**config.mk**
```make
export PLATFORM = sky130hd
export DESIGN_NAME = alu_arbiter
export DESIGN_NICKNAME = d
export VERILOG_FILES = /design/src/rtl/alu_pkg.sv /design/src/rtl/alu32.sv /design/src/rtl/alu_arbiter.sv
export SDC_FILE = /design/constraint.sdc
export NUM_CORES = 1
export LEC_CHECK = 0
export BUFFER_PORTS_ARGS = -buffer_cell sky130_fd_sc_hd__buf_2
export CAP_MARGIN = 30
export CORE_MARGIN = 4
export CORE_UTILIZATION = 55
export CTS_BUF_LIST = sky130_fd_sc_hd__clkbuf_8 sky130_fd_sc_hd__clkbuf_16
export DETAILED_ROUTE_END_ITERATION = 12
export MAX_ROUTING_LAYER = met4
export PLACE_DENSITY = 0.9
export SYNTH_ARGS = -nofsm -noshare
export SYNTH_HDL_FRONTEND = slang
export SYNTH_SLANG_ARGS = --single-unit
```
**constraint.sdc**
```tcl
create_clock -name clk -period 6.7 [get_ports clk]
set_input_delay 1.675 -clock clk [delete_from_list [all_inputs] [get_ports clk]]
set_output_delay 1.675 -clock clk [all_outputs]
set_load 0.02 [all_outputs]
```
**src/rtl/alu_pkg.sv**
```systemverilog
// Shared ALU control codes, legal-code helpers and the response-register state encoding.
package alu_pkg;

    localparam logic [3:0] ALU_AND  = 4'b0000;
    localparam logic [3:0] ALU_OR   = 4'b0001;
    localparam logic [3:0] ALU_ADD  = 4'b0010;
    localparam logic [3:0] ALU_SUB  = 4'b0110;
    localparam logic [3:0] ALU_NOR  = 4'b1001;
    localparam logic [3:0] ALU_NAND = 4'b1100;
    localparam logic [3:0] ALU_XOR  = 4'b1101;

    typedef enum logic {EMPTY = 1'b0, FULL = 1'b1} state_t;

    typedef struct packed {
        logic        id;
        logic [31:0] result;
        logic        v;
        logic        n;
        logic        z;
        logic        err;
    } resp_t;

    function automatic logic is_legal_code(input logic [3:0] code);
        case (code)
            ALU_AND, ALU_OR, ALU_ADD, ALU_SUB,
            ALU_NOR, ALU_NAND, ALU_XOR: is_legal_code = 1'b1;
            default:                    is_legal_code = 1'b0;
        endcase
    endfunction

    function automatic logic is_arith_code(input logic [3:0] code);
        is_arith_code = (code == ALU_ADD) || (code == ALU_SUB);
    endfunction

endpackage

```
**src/rtl/alu32.sv**
```systemverilog
// 32-bit combinational ALU with overflow, negative and zero flags.
module alu32
    import alu_pkg::*;
(
    output logic [31:0] result,
    output logic        v_flag,
    output logic        n_flag,
    output logic        z_flag,
    input  logic [31:0] op1,
    input  logic [31:0] op2,
    input  logic [3:0]  alu_control_code
);

    always_comb begin
        result = '0;
        v_flag = 1'b0;
        case (alu_control_code)
            ALU_AND:  result = op1 & op2;
            ALU_OR:   result = op1 | op2;
            ALU_NOR:  result = ~(op1 | op2);
            ALU_NAND: result = ~(op1 & op2);
            ALU_XOR:  result = op1 ^ op2;
            ALU_ADD: begin
                result = op1 + op2;
                v_flag = (op1[31] == op2[31]) && (result[31] != op1[31]);
            end
            ALU_SUB: begin
                result = op1 - op2;
                v_flag = (op1[31] != op2[31]) && (result[31] != op1[31]);
            end
            default: result = '0;
        endcase
        n_flag = result[31];
        z_flag = (result == 32'd0);
    end

endmodule

```
**src/rtl/alu_arbiter.sv**
```systemverilog
// Two-requester round-robin front end to a shared ALU with a single registered response slot.
module alu_arbiter
    import alu_pkg::*;
#(
    parameter int CNT_W = 16
) (
    input  logic             clk,
    input  logic             reset_n,
    input  logic             req0_valid,
    input  logic             req1_valid,
    output logic             req0_ready,
    output logic             req1_ready,
    input  logic [31:0]      req0_op1,
    input  logic [31:0]      req0_op2,
    input  logic [31:0]      req1_op1,
    input  logic [31:0]      req1_op2,
    input  logic [3:0]       req0_code,
    input  logic [3:0]       req1_code,
    output logic             resp_valid,
    input  logic             resp_ready,
    output logic             resp_id,
    output logic [31:0]      resp_result,
    output logic             resp_v,
    output logic             resp_n,
    output logic             resp_z,
    output logic             resp_err,
    output logic [CNT_W-1:0] op_count
);

    state_t      state, next_state;
    logic        prio;
    resp_t       resp_q, resp_d;
    logic        can_accept, gnt0, gnt1, grant, sel;
    logic [31:0] alu_op1, alu_op2, alu_res;
    logic [3:0]  alu_code;
    logic        alu_v, alu_n, alu_z, legal;

    // A full slot can accept only when it is being drained on the same edge.
    always_comb begin
        can_accept = (state == EMPTY) || resp_ready;
        gnt0       = reset_n && can_accept && req0_valid && (!req1_valid || (prio == 1'b0));
        gnt1       = reset_n && can_accept && req1_valid && (!req0_valid || (prio == 1'b1));
        grant      = gnt0 || gnt1;
        sel        = gnt1;
    end

    assign req0_ready = gnt0;
    assign req1_ready = gnt1;

    assign alu_op1  = sel ? req1_op1  : req0_op1;
    assign alu_op2  = sel ? req1_op2  : req0_op2;
    assign alu_code = sel ? req1_code : req0_code;

    alu32 u_alu (
        .result           (alu_res),
        .v_flag           (alu_v),
        .n_flag           (alu_n),
        .z_flag           (alu_z),
        .op1              (alu_op1),
        .op2              (alu_op2),
        .alu_control_code (alu_code)
    );

    // Illegal codes still answer, with every flag and the result cleared.
    always_comb begin
        legal         = is_legal_code(alu_code);
        resp_d        = '0;
        resp_d.id     = sel;
        resp_d.result = legal ? alu_res : 32'd0;
        resp_d.v      = legal && is_arith_code(alu_code) && alu_v;
        resp_d.n      = legal && alu_n;
        resp_d.z      = legal && alu_z;
        resp_d.err    = !legal;
    end

    always_comb begin
        next_state = state;
        if (grant)
            next_state = FULL;
        else if ((state == FULL) && resp_ready)
            next_state = EMPTY;
    end

    always_ff @(posedge clk) begin
        if (!reset_n) state <= EMPTY;
        else          state <= next_state;
    end

    always_ff @(posedge clk) begin
        if (!reset_n) begin
            prio     <= 1'b0;
            resp_q   <= '0;
            op_count <= '0;
        end else begin
            if (grant) begin
                resp_q <= resp_d;
                prio   <= ~sel;
            end
            if ((state == FULL) && resp_ready)
                op_count <= op_count + 1'b1;
        end
    end

    assign resp_valid  = (state == FULL);
    assign resp_id     = resp_q.id;
    assign resp_result = resp_q.result;
    assign resp_v      = resp_q.v;
    assign resp_n      = resp_q.n;
    assign resp_z      = resp_q.z;
    assign resp_err    = resp_q.err;

endmodule

```
==> summary.md, run 1 <==
| Metric | Value |
|---|---|
| Synthesized instance count | `1378` |
| Worst slack at placement | `0.372 ns` |
| Synth Area in Simple Gates | `27.5%` |
| Ports | `197` |
| Worst Path Arrival | `6.39 ns` |
| Core Util, Final | `63.6%` |
| Final HPWL DP | `27900 um` |
| FFs w/ async S/R, synth | `0%` |
| Largest fanout on the critical path | `40` |
| Initial Utilization | `55.9%` |
| Cts repair resizes | `0` |
| Vias after detailed routing | `10900` |
| Sequential share of the synthesized area | `11.7%` |
| Die H | `138 um` |
| Cells after DPL | `1738` |
| GR Util All Layers | `37.1%` |
| Top_reg_cell synth | `dfxtp_1` |
| H-tree lvl count | `2` |
| Post-synthesis mux area share | `5.02%` |
| Area grow syn2layout | `13.7%` |
| CTS tree | `yes` |
| Power density cells | `165 nW/um^2` |
| Comb power frac | `64.5%` |
| Final wirelength | `35400 um` |
| Net Sw Frac | `49.1%` |
| Final worst-path cycle share | `92.1%` |
| Number of synthesized register bits | `54` |
| Max cap viols | `0` |
| Status | `completed` |
| Worst path cell trace | `buf_2 -> nand4_4 -> inv_2 -> buf_12 -> nand2_1 -> nand2_1 -> ha_1 -> o211ai_1 -> o21ai_0 -> a21oi_1 -> o31ai_1 -> a21oi_1 -> a221o_1 -> a21o_1 -> a2111oi_0 -> nand4bb_1 -> o31ai_2` |
| DRT antenna net count | `0` |
| Root buf cell | `clkbuf_16` |
| Number of remaining DRC errors | `0` |
| Die W | `138 um` |
| Hold Path Class | `reg2reg` |
| Complex-gate fraction of the synthesized area | `28.3%` |
| Launching point of the worst reg2reg path | `prio$_SDFFE_PN0P_` |
| Reg2reg end | `resp_z$_SDFFE_PN0P_` |
| Pwr Total | `0.00174 W` |
| FF-to-FF setup slack | `1.66 ns` |
| Synth cell types | `90` |
| Fmax achieved | `0.162 GHz` |
| Sink Count | `54` |
| GR Overflow Total | `0` |
| Hold EP | `resp_id$_SDFFE_PN0P_` |
| Clk_lat worst skew | `0.30 ns` |
| Final Max Tran Viols | `0` |
| Post-CTS Hold Fix Bufs | `0` |
| Hold depth | `2` |
| Via density | `6.27` |
| Initial DRC Count | `1163` |
| RSZ-0062 raised after global routing | `false` |
| Slew margin rel. | `25.3%` |
| Clock power share | `14.7%` |
| CP Class | `in2reg` |
| Final #Nets | `1782` |
| Cell Area, Synth | `9240 sq um` |
| Core area | `16500 sq um` |
| Layout Cells excl Fill | `1746` |
| Final Skew | `0.00722 ns` |
| Antenna violations before repair | `2` |
| First-pass GRT wire length | `53800 um` |
| CP max stage cell | `a2111oi_0` |
| Syn nets | `1635` |
| Least-Margin Pin Slew | `1.09 ns` |
| WL/cell | `20.3 um` |
| XOR/XNOR Fraction of Synth Area | `3.13%` |
| Post CTS Setup Buffer Count | `0` |
| P_sw | `0.000852 W` |
| CP endpoint kind | `flop` |
| Largest net degree at the start of global routing | `45` |
| Reg2Reg Depth | `17` |
| CTS Buffer Depth | `2` |
| EDFF count, synth | `0` |
| Hold Vio Cnt, Final | `0` |
| Clock transition at path regs | `0.07 ns` |
| Setup violators final | `0` |
| Cts bufs inserted | `5` |
| Max stage delay on crit path | `0.60 ns` |
| Peak VDD IR | `0.163 mV` |
| First-pass iteration count of the detailed router | `6` |
| Internal Power | `0.000884 W` |
| Global placement routability congestion | `1.07` |
| Ys Warns | `0` |
| Critical hold path startpoint | `resp_id$_SDFFE_PN0P_` |
| Post-Synth Adder-Cell Area | `15.9%` |
| Worst path required time | `6.92 ns` |
| Layout cell share with drive strength beyond 1 | `17.7%` |
| Main combinational cell family by area after synthesis | `compound AO/OA/AOI/OAI gates` |
| Type of origin of the critical path | `primary input` |
| Vias in the first global route | `9884` |
| Port Buf Inserts | `196` |
| Floorplan row count | `47` |
| Final setup TNS | `0 ns` |
| Seq pwr share | `20.8%` |
| Leakage | `5.15 nW` |
| Setup WS post-layout | `0.529 ns` |
| Mapped Avg Cell Area | `6.71 sq um` |
| Tmin final | `6.17 ns` |
| Die area | `18900 sq um` |
through the flow:
| step | hold WS, ns | area, sq um |
|---|---|---|
| 2_1_floorplan | 0.450 | 9240 |
| 3_3_place_gp | 0.436 | 10400 |
| 3_5_place_dp | 0.444 | 10400 |
| 4_1_cts | 0.454 | 10500 |
| 6_report | 0.455 | 10500 |
| 5_1_grt | 0.473 | 10500 |
worst max-delay path, delay by kind of cell:
family | cells | cell delay [ns]
AOI/OAI and AO/OA | 9 | 2.94
adders and majority gates | 1 | 0.32
buffers and inverters | 3 | 0.85
and+or+nand+nor | 4 | 0.56
flip-flops by register name (all words and copies together), names as in the netlist:
register,count
resp_result,32
op_count,16
prio,1
resp_err,1
resp_id,1
resp_v,1
resp_valid,1
resp_z,1
cell type report:
| cell class | instances | area (sq um) |
|---|---|---|
| multi-input combinational | 1132 | 7400 |
| fill | 1559 | 6020 |
| timing repair buffer | 223 | 1200 |
| sequential | 54 | 1080 |
| inverter | 109 | 409 |
| tap | 220 | 275 |
| clock buffer | 6 | 139 |
| antenna | 2 | 5.00 |
cells in the mapped netlist (all sizes together) (5+ instances only):
cell	n	area [sq um]
nand2b	14	103
a21oi	84	420
mux2i	35	363
buf	35	188
nor4	11	75.1
o22ai	7	43.8
nor2b	10	62.6
o2111ai	9	78.8
nand3	16	80.1
o21a	8	60.1
inv	108	405
ha	114	1430
o221ai	16	140
nand2	275	1030
nor2	141	529
xor2	13	114
nor3	40	205
a21o	7	52.6
o31ai	18	140
a221o	7	70.1
a222oi	5	50.1
o21ai	59	295
a311oi	7	61.3
a2111oi	8	85.1
o211ai	18	135
a31oi	7	43.8
o311ai	5	43.8
and3	6	37.5
a211oi	27	203
o21bai	10	75.1
clkbuf	48	183
a2bb2oi	5	43.8
and2	6	37.5
dfxtp	54	1080
nand4	16	115
a221oi	14	123
a211o	10	87.6
mux2	9	101
xnor2	20	175
or2	7	43.8
per-layer routing:
layer | track usage (%) | wire [um] | share of wire, % | up-vias
li1 | - | - | - | 5186
met1 | 46.9 | 14300 | 40 | 4971
met2 | 58.7 | 15900 | 45 | 696
met3 | 6.65 | 3950 | 11 | 93
met4 | 14.3 | 1330 | 3.8 | 0
met5 | - | 0 | 0 | -
worst max-delay path by stage:
stage	from	endpoint
finish	reset_n	resp_z$_SDFFE_PN0P_
global route	resp_ready	resp_z$_SDFFE_PN0P_
CTS	resp_ready	resp_z$_SDFFE_PN0P_
detailed placement	resp_ready	resp_z$_SDFFE_PN0P_
global placement	reset_n	resp_z$_SDFFE_PN0P_
floorplan	resp_ready	resp_z$_SDFFE_PN0P_
logic make-up (layout without fill, tap and decap cells):
group,Yosys count,after routing
simple gates,569,569
xor+xnor,33,33
flops,54,54
compound gates,370,370
buf+inv,192,338
fa+ha+maj,116,116
other cells,0,2
mux,44,44
power groups by stage:
stage	registers [W]	clock network, W	logic (W)
floorplan	0.000396	0	0.000722
global placement	0.000367	0	0.00108
detailed placement	0.000368	0	0.00108
CTS	0.000362	0.000250	0.00109
global route	0.000364	0.000265	0.00121
finish	0.000362	0.000255	0.00112
cells in the final DEF, fill, tap and decap left out, types with 17 or more instances in the layout:
cell type	count
nand2_1	275
buf_2	196
nor2_1	141
ha_1	114
inv_1	107
a21oi_1	84
o21ai_0	55
dfxtp_1	54
nor3_1	39
mux2i_1	29
a211oi_1	27
buf_4	26
xnor2_1	20
o211ai_1	18
o31ai_1	17
Power figures use the tool's default switching activity.
==> run 2, diff against run 1 <==
--- a/config.mk
+++ b/config.mk
@@ -11,7 +11,6 @@
 export CORE_UTILIZATION = 55
 export CTS_BUF_LIST = sky130_fd_sc_hd__clkbuf_8 sky130_fd_sc_hd__clkbuf_16
 export DETAILED_ROUTE_END_ITERATION = 12
-export MAX_ROUTING_LAYER = met4
 export PLACE_DENSITY = 0.9
 export SYNTH_ARGS = -nofsm -noshare
 export SYNTH_HDL_FRONTEND = slang
==> constraint.sdc (replaced) <==
create_clock -name clk -period 6.7 [get_ports clk]
set_input_delay 0 -clock clk [delete_from_list [all_inputs] [get_ports clk]]
set_output_delay 0 -clock clk [all_outputs]
set_load 0.02 [all_outputs]
==> run 2 against run 1 <==
- clock skew is 0.0014 ns lower
- utilization is 0.39 points lower
- critical path type is now reg2reg
- critical endpoint unchanged
- clock power is 14% higher
==> summary.md, run 2 (synthesized netlist as in run 1, its figures left out) <==
| Metric | Value |
|---|---|
| Status | `completed` |
| Filler Cells Inserted | `1530 (-1.9%)` |
| Diodes inserted | `0 (-2)` |
| Commonest non-fill, non-tap cell in the layout | `nand2_1` |
| CP Class | `reg2reg` |
| Port Buf Inserts | `196 (unchanged)` |
| Most frequent cells in the layout | `nand2_1, buf_2, nor2_1` |
| Cts repair resizes | `0 (unchanged)` |
| CP most frequent cell | `nand2_1` |
| Final HPWL DP | `27400 um (-1.8%)` |
| RSZ-0062 raised after global routing | `false` |
| Setup violators final | `0 (unchanged)` |
| Post-DP Area | `10300 sq um (-0.83%)` |
| Max cap viols | `0 (unchanged)` |
| Number of remaining DRC errors | `0 (unchanged)` |
| Internal Power | `0.000903 W (+2.1%)` |
| Vias after detailed routing | `11000 (+0.72%)` |
| Sink Count | `54 (unchanged)` |
| Vias in the first global route | `9758 (-1.3%)` |
| Initial Utilization | `55.9% (unchanged)` |
| Die area | `18900 sq um (unchanged)` |
| Layout cell share with drive strength beyond 1 | `17.1% (-0.56 points)` |
| Final setup TNS | `0 ns (unchanged)` |
| H-tree lvl count | `2 (unchanged)` |
| Via density | `6.35 (+1.4%)` |
| Clock power share | `16.5% (+1.8 points)` |
| Crit path max-delay family | `compound AO/OA/AOI/OAI gates` |
| Final worst-path cycle share | `82.1% (-10 points)` |
| Leakage | `5.11 nW (-0.78%)` |
| Floorplan row count | `47 (unchanged)` |
| CTS Buffer Depth | `2 (unchanged)` |
| WL/cell | `20.0 um (-1.6%)` |
| Antenna violations before repair | `0 (-2)` |
| Final Max Tran Viols | `0 (unchanged)` |
| CP max stage cell | `a221oi_1` |
| Max stage delay on crit path | `0.68 ns (+0.08 ns)` |
| Comb power frac | `62.8% (-1.7 points)` |
| Ports | `197 (unchanged)` |
| Die W | `138 um (unchanged)` |
| Cts bufs inserted | `5 (unchanged)` |
| Post-CTS Hold Fix Bufs | `0 (unchanged)` |
| Multi-input logic area | `7410 sq um (+0.12%)` |
| Seq pwr share | `20.7% (about the same)` |
| GR Util All Layers | `34.9% (-2.2 points)` |
| First-pass GRT wire length | `52400 um (-2.6%)` |
| Clk_lat worst skew | `0.30 ns (about the same)` |
| Peak VDD IR | `0.159 mV (-2.8%)` |
| CP bufs+invs | `2 (-1)` |
| Clock transition at path regs | `0.07 ns (about the same)` |
| Tmin final | `5.50 ns (-0.668 ns)` |
| Area grow syn2layout | `13.0%` |
| Final Skew | `0.00577 ns (-0.00145 ns)` |
| Pwr Total | `0.00175 W (+1.0%)` |
| Initial DRC Count | `1395 (+20%)` |
| First-pass iteration count of the detailed router | `6 (unchanged)` |
| CTS tree | `yes` |
| P_sw | `0.000851 W (-0.11%)` |
| Flip-flop and latch area | `1080 sq um (unchanged)` |
| Power density cells | `168 nW/um^2 (+1.7%)` |
| DRT antenna net count | `0 (unchanged)` |
| Die H | `138 um (unchanged)` |
| Fmax achieved | `0.182 GHz (+12%)` |
| Net Sw Frac | `48.5% (-0.56 points)` |
| Slew margin rel. | `38.9% (+14 points)` |
| Largest net degree at the start of global routing | `50 (+11%)` |
| Final wirelength | `34700 um (-2.2%)` |
| Final #Nets | `1771 (-0.62%)` |
| Root buf cell | `clkbuf_16` |
| Worst path required time | `6.92 ns (about the same)` |
| Type of origin of the critical path | `flop` |
| Worst path cell trace | `nand2b_4 -> nand4_4 -> inv_2 -> nand2_1 -> nand2_1 -> ha_1 -> inv_1 -> fa_1 -> nor2b_1 -> o2111ai_1 -> a31oi_1 -> o21ai_1 -> o31ai_1 -> a41oi_1 -> xnor2_1 -> a221oi_1 -> and4_1 -> nand4_1 -> o31ai_2` |
| Post-route cell area | `10400 sq um (-0.61%)` |
| Worst Path Arrival | `5.72 ns (-0.67 ns)` |
| Least-Margin Pin Slew | `0.907 ns (-0.183 ns)` |
| Largest fanout on the critical path | `32 (-20%)` |
| Global placement routability congestion | `1.06 (-0.78%)` |
| Post CTS Setup Buffer Count | `0 (unchanged)` |
| Largest register FFs | `32 (unchanged)` |
| GR Overflow Total | `0 (unchanged)` |
| Hold Vio Cnt, Final | `0 (unchanged)` |
| CP endpoint kind | `flop` |
| Hold Path Class | `in2reg` |
| Core area | `16500 sq um (unchanged)` |
==> run 2: cell types whose count changed in the layout (fill, tap and decap cells not counted), sizes merged <==
cell	previous run	this run
clkbuf	6	5
clkinvlp	0	1
inv	108	109
buf	223	212
bufinv	0	1
diode	2	0
==> run 2: layer usage <==
metal,vias to the layer above,GRT usage [%],share of wire [%]
li1,5165,-,-
met1,5027,48.1,42
met2,729,55.9,44
met3,104,4.05,11
met4,0,12.6,3.9
met5,-,0,0
==> run 2: final timing paths <==
kind | start | end | slack, ns | cells after the start
max reg2reg | prio$_SDFFE_PN0P_ | resp_z$_SDFFE_PN0P_ | 1.20 | 19
min reg2reg | resp_result[2]$_SDFFE_PN0P_ | resp_result[2]$_SDFFE_PN0P_ | 0.45 | 2
min | resp_ready | resp_valid$_SDFFE_PN0P_ | 0.06 | 3
max | prio$_SDFFE_PN0P_ | resp_z$_SDFFE_PN0P_ | 1.20 | 19
==> run 2: worst register-to-register path: stages (launching register included) <==
cell       delay (ns)
dfxtp_1          0.36
nand2b_4         0.15
nand4_4          0.11
inv_2            0.43
nand2_1          0.12
nand2_1          0.14
ha_1             0.21
inv_1            0.10
fa_1             0.49
nor2b_1          0.19
o2111ai_1        0.17
a31oi_1          0.54
o21ai_1          0.18
o31ai_1          0.47
a41oi_1          0.24
xnor2_1          0.17
a221oi_1         0.68
and4_1           0.33
nand4_1          0.12
o31ai_2          0.22
==> run 2: layout make-up <==
| cell class | count | share of cell area, % |
|---|---|---|
| flip-flops and latches | 54 | 10.4 |
| inverters | 109 | 3.92 |
| multi-input cells | 1132 | 71.0 |
| clock buffers | 5 | 1.20 |
| well taps | 220 | 2.64 |
| repair buffers | 212 | 10.5 |
| clock inverters | 3 | 0.395 |
==> run 2: power groups by stage <==
stage / clock [W] / combinational, W / sequential, W
after floorplan: 0 / 0.000722 / 0.000396
after global placement: 0 / 0.00105 / 0.000368
after detailed placement: 0 / 0.00106 / 0.000369
after CTS: 0.000291 / 0.00106 / 0.000362
after global routing: 0.000300 / 0.00119 / 0.000365
final: 0.000290 / 0.00110 / 0.000363
==> run 2: through the flow <==
stage	util (%)	hold slack, ns	instances	setup slack (ns)
after detailed placement	62.2	0.360	1727	1.48
after global placement	62.1	0.350	1725	1.64
after global routing	63.2	0.0838	1735	0.937
final	63.2	0.0625	1735	1.20
after CTS	63.2	0.0566	1735	1.46
after floorplan	-	0.191	1378	1.88
